## config.mk

```make
export PLATFORM = sky130hd
export DESIGN_NAME = sram_serial_io_ctrl
export DESIGN_NICKNAME = d
export VERILOG_FILES = /design/src/rtl/sram_serial_io_ctrl_pkg.sv /design/src/rtl/sram_serial_io_ctrl_shreg.sv /design/src/rtl/sram_serial_io_ctrl.sv
export SDC_FILE = /design/constraint.sdc
export NUM_CORES = 1
export LEC_CHECK = 0
export ABC_AREA = 1
export BUFFER_PORTS_ARGS = -buffer_cell sky130_fd_sc_hd__buf_2
export CORE_MARGIN = 10
export CORE_UTILIZATION = 45
export CTS_BUF_LIST = sky130_fd_sc_hd__clkbuf_4
export CTS_CLUSTER_SIZE = 16
export DETAILED_ROUTE_END_ITERATION = 8
export PLACE_DENSITY = 0.7
export SLEW_MARGIN = 20
export SYNTH_ARGS = -nofsm -noshare
export SYNTH_HDL_FRONTEND = slang
export SYNTH_SLANG_ARGS = --single-unit
```

## constraint.sdc

```tcl
create_clock -name CLK -period 3.3 [get_ports CLK]
set_clock_uncertainty 0.05 [all_clocks]
set_input_delay 0.165 -clock CLK [delete_from_list [all_inputs] [get_ports CLK]]
set_output_delay 0.165 -clock CLK [all_outputs]
set_load 0.02 [all_outputs]
```

## src/rtl/sram_serial_io_ctrl_pkg.sv

```systemverilog
// Shared widths, host command encodings and FSM states for the serial SRAM bridge.
package sram_serial_io_ctrl_pkg;

    localparam int unsigned MEMORY_DATA_WIDTH = 8;
    localparam int unsigned MEMORY_ADDR_WIDTH = 9;
    localparam int unsigned REG_BITS_WIDTH    = MEMORY_ADDR_WIDTH + MEMORY_DATA_WIDTH;
    localparam int unsigned CNT_WIDTH         = 5;

    typedef enum logic [1:0] {
        CTRL_SHIFT = 2'b00,
        CTRL_READ  = 2'b01,
        CTRL_NOP   = 2'b10,
        CTRL_WRITE = 2'b11
    } ctrl_e;

    typedef enum logic [2:0] {
        S_IDLE,
        S_WAIT,
        S_SHIFT,
        S_MEM_ACC,
        S_MEM_CAP,
        S_DONE
    } state_e;

endpackage

```

## src/rtl/sram_serial_io_ctrl_shreg.sv

```systemverilog
// 17-bit {address, data} register: LSB-first serial shift in, parallel capture of SRAM read data.
module sram_io_shreg
    import sram_serial_io_ctrl_pkg::*;
(
    input  logic                         clk_i,
    input  logic                         rst_i,
    input  logic                         shift_en_i,
    input  logic                         cap_en_i,
    input  logic                         si_i,
    input  logic [MEMORY_DATA_WIDTH-1:0] cap_data_i,
    output logic [REG_BITS_WIDTH-1:0]    bits_o
);

    logic [REG_BITS_WIDTH-1:0] bits_q;
    logic [REG_BITS_WIDTH-1:0] bits_d;

    always_ff @(posedge clk_i or posedge rst_i) begin
        if (rst_i) begin
            bits_q <= '0;
        end else begin
            bits_q <= bits_d;
        end
    end

    // Capture only replaces the data byte; the address field is kept for the next access.
    always_comb begin
        bits_d = bits_q;
        if (shift_en_i) begin
            bits_d = {si_i, bits_q[REG_BITS_WIDTH-1:1]};
        end else if (cap_en_i) begin
            bits_d[MEMORY_DATA_WIDTH-1:0] = cap_data_i;
        end
    end

    assign bits_o = bits_q;

endmodule

```

## src/rtl/sram_serial_io_ctrl.sv

```systemverilog
// Serial host to single-port 512x8 SRAM bridge: shift in {addr, data}, then write, read or no-op.
module sram_serial_io_ctrl
    import sram_serial_io_ctrl_pkg::*;
(
    input  logic                         CLK,
    input  logic                         RST,
    input  logic                         BGN,
    input  logic                         SI,
    input  logic                         LOAD_N,
    input  logic [1:0]                   CTRL,
    input  logic [MEMORY_DATA_WIDTH-1:0] PI,
    output logic                         RDY,
    output logic                         D_WE,
    output logic                         CEN,
    output logic                         SO,
    output logic [MEMORY_ADDR_WIDTH-1:0] A,
    output logic [MEMORY_DATA_WIDTH-1:0] PO
);

    localparam logic [CNT_WIDTH-1:0] SHIFT_LAST = CNT_WIDTH'(REG_BITS_WIDTH - 1);

    state_e                    state_q;
    state_e                    state_d;
    logic [CNT_WIDTH-1:0]      cnt_q;
    logic [CNT_WIDTH-1:0]      cnt_d;
    logic                      shift_en;
    logic                      cap_en;
    logic [REG_BITS_WIDTH-1:0] reg_bits;

    always_ff @(posedge CLK or posedge RST) begin
        if (RST) begin
            state_q <= S_IDLE;
            cnt_q   <= '0;
        end else begin
            state_q <= state_d;
            cnt_q   <= cnt_d;
        end
    end

    always_comb begin
        state_d  = state_q;
        cnt_d    = cnt_q;
        shift_en = 1'b0;
        cap_en   = 1'b0;
        unique case (state_q)
            S_IDLE: begin
                if (!LOAD_N) state_d = S_WAIT;
            end
            S_WAIT: begin
                unique case (ctrl_e'(CTRL))
                    CTRL_SHIFT: begin
                        state_d = S_SHIFT;
                        cnt_d   = '0;
                    end
                    CTRL_READ, CTRL_WRITE: state_d = S_MEM_ACC;
                    default:               state_d = S_DONE;
                endcase
            end
            S_SHIFT: begin
                shift_en = 1'b1;
                cnt_d    = cnt_q + CNT_WIDTH'(1);
                if (cnt_q == SHIFT_LAST) state_d = S_DONE;
            end
            S_MEM_ACC: begin
                state_d = (ctrl_e'(CTRL) == CTRL_WRITE) ? S_DONE : S_MEM_CAP;
            end
            S_MEM_CAP: begin
                cap_en  = 1'b1;
                state_d = S_DONE;
            end
            S_DONE:  state_d = S_DONE;
            default: state_d = S_IDLE;
        endcase
        // Dropping BGN aborts from any state and leaves the register untouched.
        if (!BGN) begin
            state_d  = S_IDLE;
            cnt_d    = cnt_q;
            shift_en = 1'b0;
            cap_en   = 1'b0;
        end
    end

    sram_io_shreg u_shreg (
        .clk_i      (CLK),
        .rst_i      (RST),
        .shift_en_i (shift_en),
        .cap_en_i   (cap_en),
        .si_i       (SI),
        .cap_data_i (PI),
        .bits_o     (reg_bits)
    );

    assign RDY  = (state_q == S_DONE);
    assign CEN  = !(state_q == S_MEM_ACC);
    assign D_WE = !((state_q == S_MEM_ACC) && (ctrl_e'(CTRL) == CTRL_WRITE));
    assign SO   = reg_bits[0];
    assign A    = reg_bits[REG_BITS_WIDTH-1:MEMORY_DATA_WIDTH];
    assign PO   = reg_bits[MEMORY_DATA_WIDTH-1:0];

endmodule

```

# == Word level (Yosys, flattened, before mapping) ==
# Index checks and enable logic that the tools add are counted.
# totals
inputBits,15
ff_bits,25
word_cells,41
out_inout_bits,21
# classes
n_reduce_logical,11
muxes,14
n_eq_ne,11
add_sub_neg,1
# op_table
op,count
two-way mux 8 bit,2
case mux 3 bit (5 select lines),1
case mux 5 bit (2 select lines),1
two-way mux 3 bit,3
== test 3 x 2 -> 1 bit (second input constant),2
== test 3 bit (second input constant),2
!= test 3 bit (second input constant),2
case mux 3 bit (2 select lines),1
adder 5 x 1 -> 5 bit (second input constant),1
== test 5 bit (second input constant),1
two-way mux 1 bit,5
two-way mux 5 bit,1
nonzero test 2 bit,2
OR reduction 2 bit,2
== test 3 x 1 -> 1 bit (second input constant),1
zero test 3 bit,1
AND reduction 3 bit,1
== test 2 x 1 -> 1 bit (second input constant),1
== test 2 bit (second input constant),1
zero test 1 bit,2
zero test 2 bit,1
!= test 2 bit (second input constant),1
AND reduction 2 bit,1
logical AND 1 bit,1

# == Logic depth before layout (Yosys ltp) ==
# Gate-level depths: netlist of run 1.
# depth
word_depth,5
depth_mapped,7

# == By module ==
# Synthesis of run 1 repeated with hierarchy kept, for this count alone.
# hier_totals
cells_unflattened,180
area_unflattened_um2,1348.8
# by_module_without_submodules
mod,area_per_inst_um2,seq_area_each_um2,n_inst,cells_each
sram_io_shreg,772.0,425.4,1,95
sram_serial_io_ctrl,576.8,200.2,1,85

# == Least setup slack after synthesis of run 1 ==
# No wires, ideal clock.
# synth_timing
kind,flip-flop to flip-flop
start,reg state_q[0]
end,reg state_q[0]
stages_incl_launch_ff,8
setup_slack_ns,1.996
arrival_ns,1.138
path_buffers,1
path_cell_list,dfrtp_1 inv_1 nand3_2 nor2_1 buf_2 nand2_1 nand2_1 nor2_1
# synth_between
elab_chain_cells,4
word_cells_on_any_way,12
# synth_rtl
element,line,rtl
start: declaration,sram_serial_io_ctrl.sv:22,state_e state_q;
start signal: assignment,sram_serial_io_ctrl.sv:35,state_q <= state_d;
== test 3 bit,sram_serial_io_ctrl.sv:45,unique case (state_q)
OR reduction 2 bit (no source line),-,
case mux 3 bit (5 select lines),sram_serial_io_ctrl.sv:45,
two-way mux 3 bit,sram_serial_io_ctrl.sv:75,if (!BGN) begin
# Several ways; a longest one is shown, not always the timed one.
# A chain may end at the register's enable or synchronous reset.

# == Worst setup path after layout of run 1 ==
# layout_timing
start,reg state_q[1]
end,out D_WE
# layout_between
elab_chain_cells,3
# layout_rtl
element,line,rtl
== test 3 x 2 -> 1 bit,sram_serial_io_ctrl.sv:95,assign D_WE = !((state_q == S_MEM_ACC) && (ctrl_e'(CTRL) == CTRL_WRITE));
logical AND 1 bit,sram_serial_io_ctrl.sv:95,
zero test 1 bit,sram_serial_io_ctrl.sv:95,
end: declaration,sram_serial_io_ctrl.sv:13,"output logic D_WE,"
# No other way between the ends.

==> reports/qor.csv, run 1 <==
stage;metric;value;unit
die;start_util;0.482;
grt;antenna_found_initial;0;
power_and_ir_drop;p_comb_frac;0.420;
power_and_ir_drop;p_per_area;671;mW/mm2
placed_design;dp_hpwl;2300;um
layout;drive_above_1_share;0.205;
timing;setup_viol;0;
power_and_ir_drop;power_switching;0.473;mW
detailed_routing;drt_pre_antenna_iters;4;
placed_design;place.gp.congestion;0.910;
timing;worst_hold_slack;-32.4;ps
synthesis;synth.ff_latch_count;25;
detailed_routing;drc_errors;0;
clock_tree;clock_path_buffers;2;
grt;grt_pass1_wl;5130;um
layout;fin_util;0.565;
detailed_routing;avgViaCountPerCell;4.73;
placed_design;placed_area;0.00155;mm2
setup_path;r2r-end;state_q[0];
synthesis;yosysSeqAreaShare;0.463;
synthesis;synth.avg_cell_area;7.00;um2
detailed_routing;wl_per_cell;11.7;um
power_and_ir_drop;leakagePower;0.947;nW
synthesis;netlist.area_leader.share;0.463;
synthesis;ys.warnings.count;0;
hold_path;hold_path.class;in2async;
grt;track_usage;0.113;
power_and_ir_drop;p_int;0.590;mW
setup_path;crit_path_end_kind;output port;
grt;grt_max_degree;26;
detailed_routing;postRouteWirelength;3040;um
setup_path;cpPeakStageDelay;470;ps
setup_path;crit_chain;inv_2 -> nor2_4 -> nand3_1 -> buf_2;
die;dieArea;0.00560;mm2
timing;hold_viol;25;
setup_path;crit_path_top_delay_cell;dfrtp_1;
die;ioPinCount;36;
detailed_routing;drt_iter0_markers;107;
power_and_ir_drop;sw_frac_of_total;0.445;
setup_path;r2r_slack;1800;ps
power_and_ir_drop;p_total;1.06;mW
die;rows;19;
layout;instances_no_fill;260;
timing;post-route-min-period;1510;ps
synthesis;syn_inst;193;
power_and_ir_drop;pwr-share-seq;0.449;
power_and_ir_drop;peakVddDrop;422;uV
setup_path;arrival;1290;ps
detailed_routing;antenna_left;0;
grt;grt_overflow;0;
setup_path;path_max_fanout;5;
clock_tree;cts_buffers;3;
grt;grt_pass1_vias;1208;
layout;final_cell_area;0.00158;mm2
synthesis;synthesis.nets;210;
timing;worst_pin_slew;917;ps
timing;slew-limit-headroom;0.388;
run_status;violations;hold timing;
timing;period_share;0.457;
timing;post-route-worst-setup-slack;1790;ps
setup_path;reg2reg_from;state_q[0];
layout;fin_nets;247;
setup_path;crit_type;reg2out;
setup_path;r2r.worst_path.cells;7;
clock_tree;htreeDepth;1;
flow_run;cap_violations;0;
die;coreArea;0.00281;mm2
synthesis;syn_area;0.00135;mm2
clock_tree;clock_tree.root_cell;clkbuf_4;
clock_tree;clkLatencyLatePin;320;ps
clock_tree;clkTransAtPathRegs;140;ps
die;die_w;74.8;um
synthesis;synth_area_leaders;dfrtp_1 (46%), nand2_1 (23%), inv_1 (8.3%), nand3_1 (6.3%), nor2_1 (3.3%);
power_and_ir_drop;clkPwrFrac;0.131;
setup_path;start_kind;register;
timing;fin_setup_tns;0;ps
placed_design;port_buffers;35;
die;dieHeight;74.8;um
timing;rsz0062_at_grt;false;
run_status;status;finished with violations;
detailed_routing;vias;1231;
placed_design;place_ws;1830;ps
clock_tree;cts_tree;done;
layout;syn2layout_area_growth;17.2;%
clock_tree;post_cts_resize_count;0;
clock_tree;clock-sinks;25;
timing;fmax;663;MHz
synthesis;synth_cell_types;17;
timing;slew_violations;0;
layout;diodes;0;
placed_design;dp_cells;255;
synthesis;yosysTopAreaCell;dfrtp_1;
setup_path;cp.required;3080;ps
==> registers in the layout (all words and copies together), names as in the netlist <==
name	count
u_shreg.bits_o	17
cnt_q	5
state_q	3
==> cell usage after synthesis <==
library cell and count:
nand4_1 3, nor2_1 12, dfrtp_1 25, nor2_4 2, nand3_1 17, o21ai_0 5
ha_1 2, buf_4 1, inv_2 3, nand2_1 84, nor3_1 1, o21ai_1 1
buf_2 3, clkbuf_1 1, nand3_2 2, xnor2_1 1, inv_1 30
==> cell families after synthesis <==
| family | after synthesis | synth area share |
|---|---|---|
| xor+xnor | 1 | 0.00648 |
| simple gates | 121 | 0.379 |
| fa+ha+maj | 2 | 0.0185 |
| flops | 25 | 0.463 |
| compound gates | 6 | 0.0222 |
| buf+inv | 38 | 0.111 |
==> power by group through the flow <==
stage | Clock, mW | Sequential [mW] | Combinational, mW
6_report | 0.139 | 0.477 | 0.447
2_1_floorplan | 0 | 0.567 | 0.220
3_5_place_dp | 0 | 0.480 | 0.455
3_3_place_gp | 0 | 0.481 | 0.448
5_1_grt | 0.153 | 0.493 | 0.509
4_1_cts | 0.146 | 0.476 | 0.456
==> metal layers <==
metal,part of all wire,global-route usage
met1,0.51,0.148
met4,0.014,0.0462
met5,0,0
met2,0.40,0.169
met3,0.072,0.0355
==> final cells by class <==
| class | instances | area (um2) |
|---|---|---|
| well taps | 31 | 38.8 |
| inverters | 33 | 124 |
| repair buffers | 37 | 193 |
| multi-input cells | 130 | 576 |
| clock inverters | 1 | 5.00 |
| fillers | 289 | 1220 |
| flip-flops and latches | 25 | 626 |
| clock buffers | 3 | 22.5 |
==> worst max-delay path, delay by kind of cell, from the launching register on <==
family / cells / cell delay (ps)
buffers and inverters: 2 / 270
and+or+nand+nor: 2 / 230
DFF: 1 / 470
==> layout by cell type, fill, tap and decap left out <==
| cell type | n |
|---|---|
| nand3_1 | 17 |
| nor2_4 | 2 |
| nor2_1 | 12 |
| nand4_1 | 3 |
| buf_2 | 35 |
| dfrtp_1 | 25 |
| clkinv_2 | 1 |
| inv_1 | 30 |
| nor3_1 | 1 |
| o21ai_0 | 5 |
| clkbuf_4 | 3 |
| inv_2 | 3 |
| xnor2_1 | 1 |
| o21ai_1 | 1 |
| dlygate4sd3_1 | 1 |
| nand2_1 | 84 |
| nand3_2 | 2 |
| buf_4 | 1 |
| ha_1 | 2 |
==> repair_timing <==
item,CTS,global route
endpoints found under the hold margin,1,0
setup buffers,0,0
hold buffers,1,0
==> how the worst max path moves through the flow <==
stage | cells after the start | from | to
after floorplan | 7 | state_q[0] | state_q[0]
after global placement | 7 | state_q[0] | state_q[0]
after detailed placement | 7 | state_q[0] | state_q[0]
after CTS | 4 | state_q[1] | D_WE
after global routing | 7 | state_q[0] | u_shreg.bits_o[4]
final | 4 | state_q[1] | D_WE
(Power assumes the default switching activity.)
==> run 2: changes to the inputs <==
- PLACE_DENSITY: 0.7 -> 0.73
- clock period: 3.3 -> 1.3 ns (I/O delays scaled with it)
==> reports/qor.csv, run 2 (synthesized netlist as in run 1, its figures left out) <==
stage;metric;value;unit
run_status;status;finished with violations;
run_status;violations;hold timing, setup timing;
timing;fin_setup_tns;-1380;ps
setup_path;crit_chain;nor2_4 -> buf_6 -> nand3_4 -> buf_6;
setup_path;arrival;1310;ps
clock_tree;cts_tree;done;
timing;fmax;702;MHz
power_and_ir_drop;leakagePower;1.16;nW
setup_path;cpPeakStageDelay;480;ps
timing;rsz0062_at_grt;true;
timing;period_share;1.10;
layout;regArea;627;um2
layout;fin_util;0.748;
die;dieHeight;74.8;um
timing;slew_violations;0;
power_and_ir_drop;peakVddDrop;1110;uV
setup_path;path_max_fanout;3;
detailed_routing;avgViaCountPerCell;5.08;
timing;slew-limit-headroom;0.781;
setup_path;cp.depth;4;
detailed_routing;drt_iter0_markers;80;
timing;hold_viol;1;
placed_design;port_buffers;35;
layout;syn2layout_area_growth;55.2;%
setup_path;cp-endpoint;D_WE;
die;dieArea;0.00560;mm2
placed_design;place_ws;-59.8;ps
grt;grt.busiest_layer;met2;
timing;post-route-min-period;1430;ps
power_and_ir_drop;p_per_area;1570;mW/mm2
grt;grt_use_met2;0.244;
detailed_routing;postRouteWirelength;4220;um
setup_path;reg2reg_from;state_q[1];
setup_path;crit_type;reg2out;
grt;grt_max_degree;26;
power_and_ir_drop;power_switching;1.48;mW
detailed_routing;drt_pre_antenna_iters;4;
flow_run;cap_violations;0;
grt;grt_pass1_vias;1399;
hold_path;hold_path.class;in2reg;
grt;use_met1;0.162;
setup_path;cp.required;1190;ps
setup_path;critPathLaunch;state_q[2];
clock_tree;htreeDepth;1;
clock_tree;clock_tree.root_cell;clkbuf_4;
timing;worst_pin_slew;329;ps
clock_tree;clkLatencyLatePin;320;ps
detailed_routing;antenna_left;0;
layout;fin_nets;280;
detailed_routing;vias;1489;
die;coreArea;0.00281;mm2
placed_design;place.gp.congestion;0.821;
layout;most-common-layout-cells;nand2_1 (72), buf_2 (33), inv_1 (28);
power_and_ir_drop;clkPwrFrac;0.116;
grt;antenna_found_initial;0;
power_and_ir_drop;p_int;1.81;mW
placed_design;dp_hpwl;2480;um
layout;final_common_cell;nand2_1;
layout;multi_input_area;749;um2
die;ioPinCount;36;
layout;drive_above_1_share;0.389;
power_and_ir_drop;p_total;3.30;mW
power_and_ir_drop;pwr-share-seq;0.377;
setup_path;cp_top_family;flip-flops;
layout;diodes;0;
timing;worst_hold_slack;-1.13;ps
clock_tree;clock-sinks;25;
setup_path;cpMostUsedCell;buf_6;
setup_path;crit_path_end_kind;output port;
clock_tree;cts_buffers;3;
power_and_ir_drop;p_comb_frac;0.506;
clock_tree;clkTransAtPathRegs;140;ps
grt;grt_util_met3;0.0434;
grt;grt_pass1_wl;6180;um
grt;track_usage;0.139;
timing;post-route-worst-setup-slack;-125;ps
setup_path;path_buf_inv;2;
power_and_ir_drop;sw_frac_of_total;0.449;
setup_path;start_kind;register;
setup_path;r2r.worst_path.cells;7;
setup_path;crit_path_top_delay_cell;dfrtp_2;
layout;largest_register_ffs;17;
setup_path;r2r-end;u_shreg.bits_o[6];
detailed_routing;wl_per_cell;14.4;um
layout;fillerInstances;210;
detailed_routing;drc_errors;0;
die;die_w;74.8;um
die;rows;19;
timing;setup_viol;21;
setup_path;r2r_slack;-110;ps
die;start_util;0.482;
clock_tree;clock_path_buffers;2;
grt;grt_overflow;0;
run 2: repair_timing:
action / 4_1_cts / 5_1_grt
pin swaps: 1 / 15
hold buffers: 7 / 0
gates cloned: 1 / 3
resized for setup: 16 / 43
buffers inserted: 6 / 4
endpoints found under the hold margin: 32 / 0
setup endpoints to repair: 20 / 27
run 2: worst reg2reg max path, delay by kind of cell (launching register included):
| family | cells | cell delay, ps |
|---|---|---|
| AND/OR/NAND/NOR | 5 | 550 |
| flip-flops | 1 | 440 |
| buffers and inverters | 2 | 330 |
run 2: area by class of cell:
type,count,area share
clock buffer,4,0.0143
multi-input combinational,130,0.357
timing repair buffer,70,0.248
tap,31,0.0185
sequential,25,0.299
inverter,33,0.0626
run 2: worst min path at each step:
stage | from | endpoint | slack (ps) | cells after the start
floorplan | RST | cnt_q[0] | 40 | 1
detailed placement | RST | state_q[2] | 90 | 3
global placement | RST | u_shreg.bits_o[6] | 80 | 3
CTS | PI[4] | u_shreg.bits_o[4] | 1 | 5
finish | PI[4] | u_shreg.bits_o[4] | -1 | 5
global route | LOAD_N | state_q[2] | 20 | 4
run 2: power groups by stage:
stage,logic [mW],clock network [mW],registers [mW]
2_1_floorplan,0.559,0,1.44
3_3_place_gp,1.27,0,1.21
3_5_place_dp,1.29,0,1.22
4_1_cts,1.43,0.385,1.20
5_1_grt,1.82,0.427,1.27
6_report,1.67,0.383,1.24
run 2: layer usage:
layer	up-vias	wire [um]
met1	696	1690
met2	65	2160
met3	6	349
met5	-	0
met4	0	12
li1	722	-
run 2: stage by stage:
step | instances | instance area (um2)
2_1_floorplan | 193 | 1350
3_3_place_gp | 269 | 1660
5_1_grt | 293 | 2100
3_5_place_dp | 269 | 1660
6_report | 293 | 2100
4_1_cts | 287 | 1880
==> run 3: changes to the inputs <==
- SETUP_SLACK_MARGIN: default -> 0.15
==> reports/qor.csv, run 3 (synthesized netlist as in run 1, its figures left out) <==
stage;metric;value;unit
run_status;status;finished with violations;
run_status;violations;setup timing;
clock_tree;clkTransAtPathRegs;150;ps
setup_path;r2r_slack;-40;ps
grt;grt_pass1_vias;1345;
setup_path;cp-endpoint;D_WE;
layout;instances_no_fill;283;
grt;grt_overflow;0;
power_and_ir_drop;leakagePower;1.09;nW
detailed_routing;drt_iter0_markers;51;
die;ioPinCount;36;
layout;largest_register_ffs;17;
setup_path;cp.required;1190;ps
power_and_ir_drop;p_total;3.03;mW
layout;final_common_cell;nand2_1;
detailed_routing;drc_errors;0;
timing;slew-limit-headroom;0.791;
clock_tree;cts_buffers;3;
timing;period_share;1.06;
detailed_routing;route.met3.wl;251;um
clock_tree;clock_path_buffers;2;
grt;track_usage;0.133;
layout;most-common-layout-cells;nand2_1 (78), buf_2 (32), inv_1 (29);
hold_path;hold_depth;4;
layout;fillerInstances;236;
power_and_ir_drop;p_per_area;1560;mW/mm2
setup_path;r2r-end;u_shreg.bits_o[3];
detailed_routing;antenna_left;0;
detailed_routing;postRouteWirelength;3440;um
timing;rsz0062_at_grt;true;
timing;hold_viol;0;
setup_path;start_kind;register;
placed_design;place.gp.congestion;0.856;
detailed_routing;wl_met1;1520;um
detailed_routing;avgViaCountPerCell;4.76;
die;dieArea;0.00560;mm2
die;rows;19;
timing;setup_viol;15;
detailed_routing;drt_pre_antenna_iters;4;
die;coreArea;0.00281;mm2
setup_path;reg2reg_from;state_q[2];
setup_path;critPathLaunch;state_q[2];
grt;grt_pass1_wl;6020;um
clock_tree;clock_tree.root_cell;clkbuf_4;
timing;post-route-worst-setup-slack;-75.2;ps
setup_path;crit_type;reg2out;
clock_tree;clock-sinks;25;
placed_design;placed_area;0.00164;mm2
layout;final_cell_area;0.00194;mm2
timing;post-route-min-period;1380;ps
layout;regArea;628;um2
layout;multi_input_area;674;um2
placed_design;dp_cells;260;
flow_run;cap_violations;0;
layout;fin_nets;270;
die;start_util;0.482;
timing;slew_violations;0;
detailed_routing;vias;1348;
timing;fmax;727;MHz
detailed_routing;wl_per_cell;12.2;um
die;dieHeight;74.8;um
layout;drive_above_1_share;0.313;
power_and_ir_drop;peakVddDrop;1140;uV
placed_design;dp_hpwl;2310;um
timing;worst_pin_slew;313;ps
layout;diodes;0;
placed_design;port_buffers;35;
setup_path;path_max_fanout;5;
clock_tree;cts_tree;done;
setup_path;r2r.worst_path.cells;7;
grt;antenna_found_initial;0;
setup_path;arrival;1260;ps
grt;grt_max_degree;26;
die;die_w;74.8;um
clock_tree;clkLatencyLatePin;330;ps
detailed_routing;wl_met2;1650;um
clock_tree;htreeDepth;1;
setup_path;crit_path_end_kind;output port;
detailed_routing;highest_layer;met4;
hold_path;hold_path.class;in2reg;
layout;syn2layout_area_growth;43.6;%
run 3: power by group:
part,internal (mW),switching [mW],total [mW]
clock,0.118,0.240,0.357
sequential,1.01,0.202,1.22
combinational,0.558,0.896,1.45
total,1.69,1.34,3.03
run 3: layer usage:
metal,vias up,track usage
met5,-,0
li1,701,-
met4,0,0.0189
met1,612,0.158
met3,2,0.0447
met2,33,0.233
run 3: layout make-up:
class,instances,share of cell area
clock buffer,3,0.0116
clock inverter,1,0.00387
inverter,33,0.0677
sequential,25,0.324
multi-input combinational,130,0.348
timing repair buffer,60,0.226
tap,31,0.0200
run 3: how the worst min path moves through the flow:
stage	from	end	slack, ps
CTS	CTRL[1]	state_q[1]	10
finish	CTRL[1]	state_q[1]	20
detailed placement	RST	cnt_q[1]	80
global placement	RST	cnt_q[1]	80
global route	LOAD_N	state_q[2]	50
floorplan	RST	cnt_q[0]	40
run 3: worst max-delay path, stage by stage, from the launching register on:
cell and delay (ps):
dfrtp_2 500, nor2_4 180, nand3_2 110, buf_6 150
run 3: repair_timing:
action | 4_1_cts | 5_1_grt
resized for setup | 26 | 4
setup endpoints to repair | 28 | 28
hold buffers | 11 | 0
pin swaps | 6 | 4
setup buffers | 8 | 0
hold endpoints to repair | 36 | 0
run 3: stage by stage:
step	utilization	hold WS, ps	worst slack [ps]	setup TNS [ps]
after floorplan	-	42.2	75.1	0
after global placement	0.585	75.8	5.44	0
after detailed placement	0.585	83.2	-11.9	-56.3
after CTS	0.686	12.5	-19.6	-44.5
after global routing	0.692	46.0	-133	-1910
final	0.692	22.1	-75.2	-398
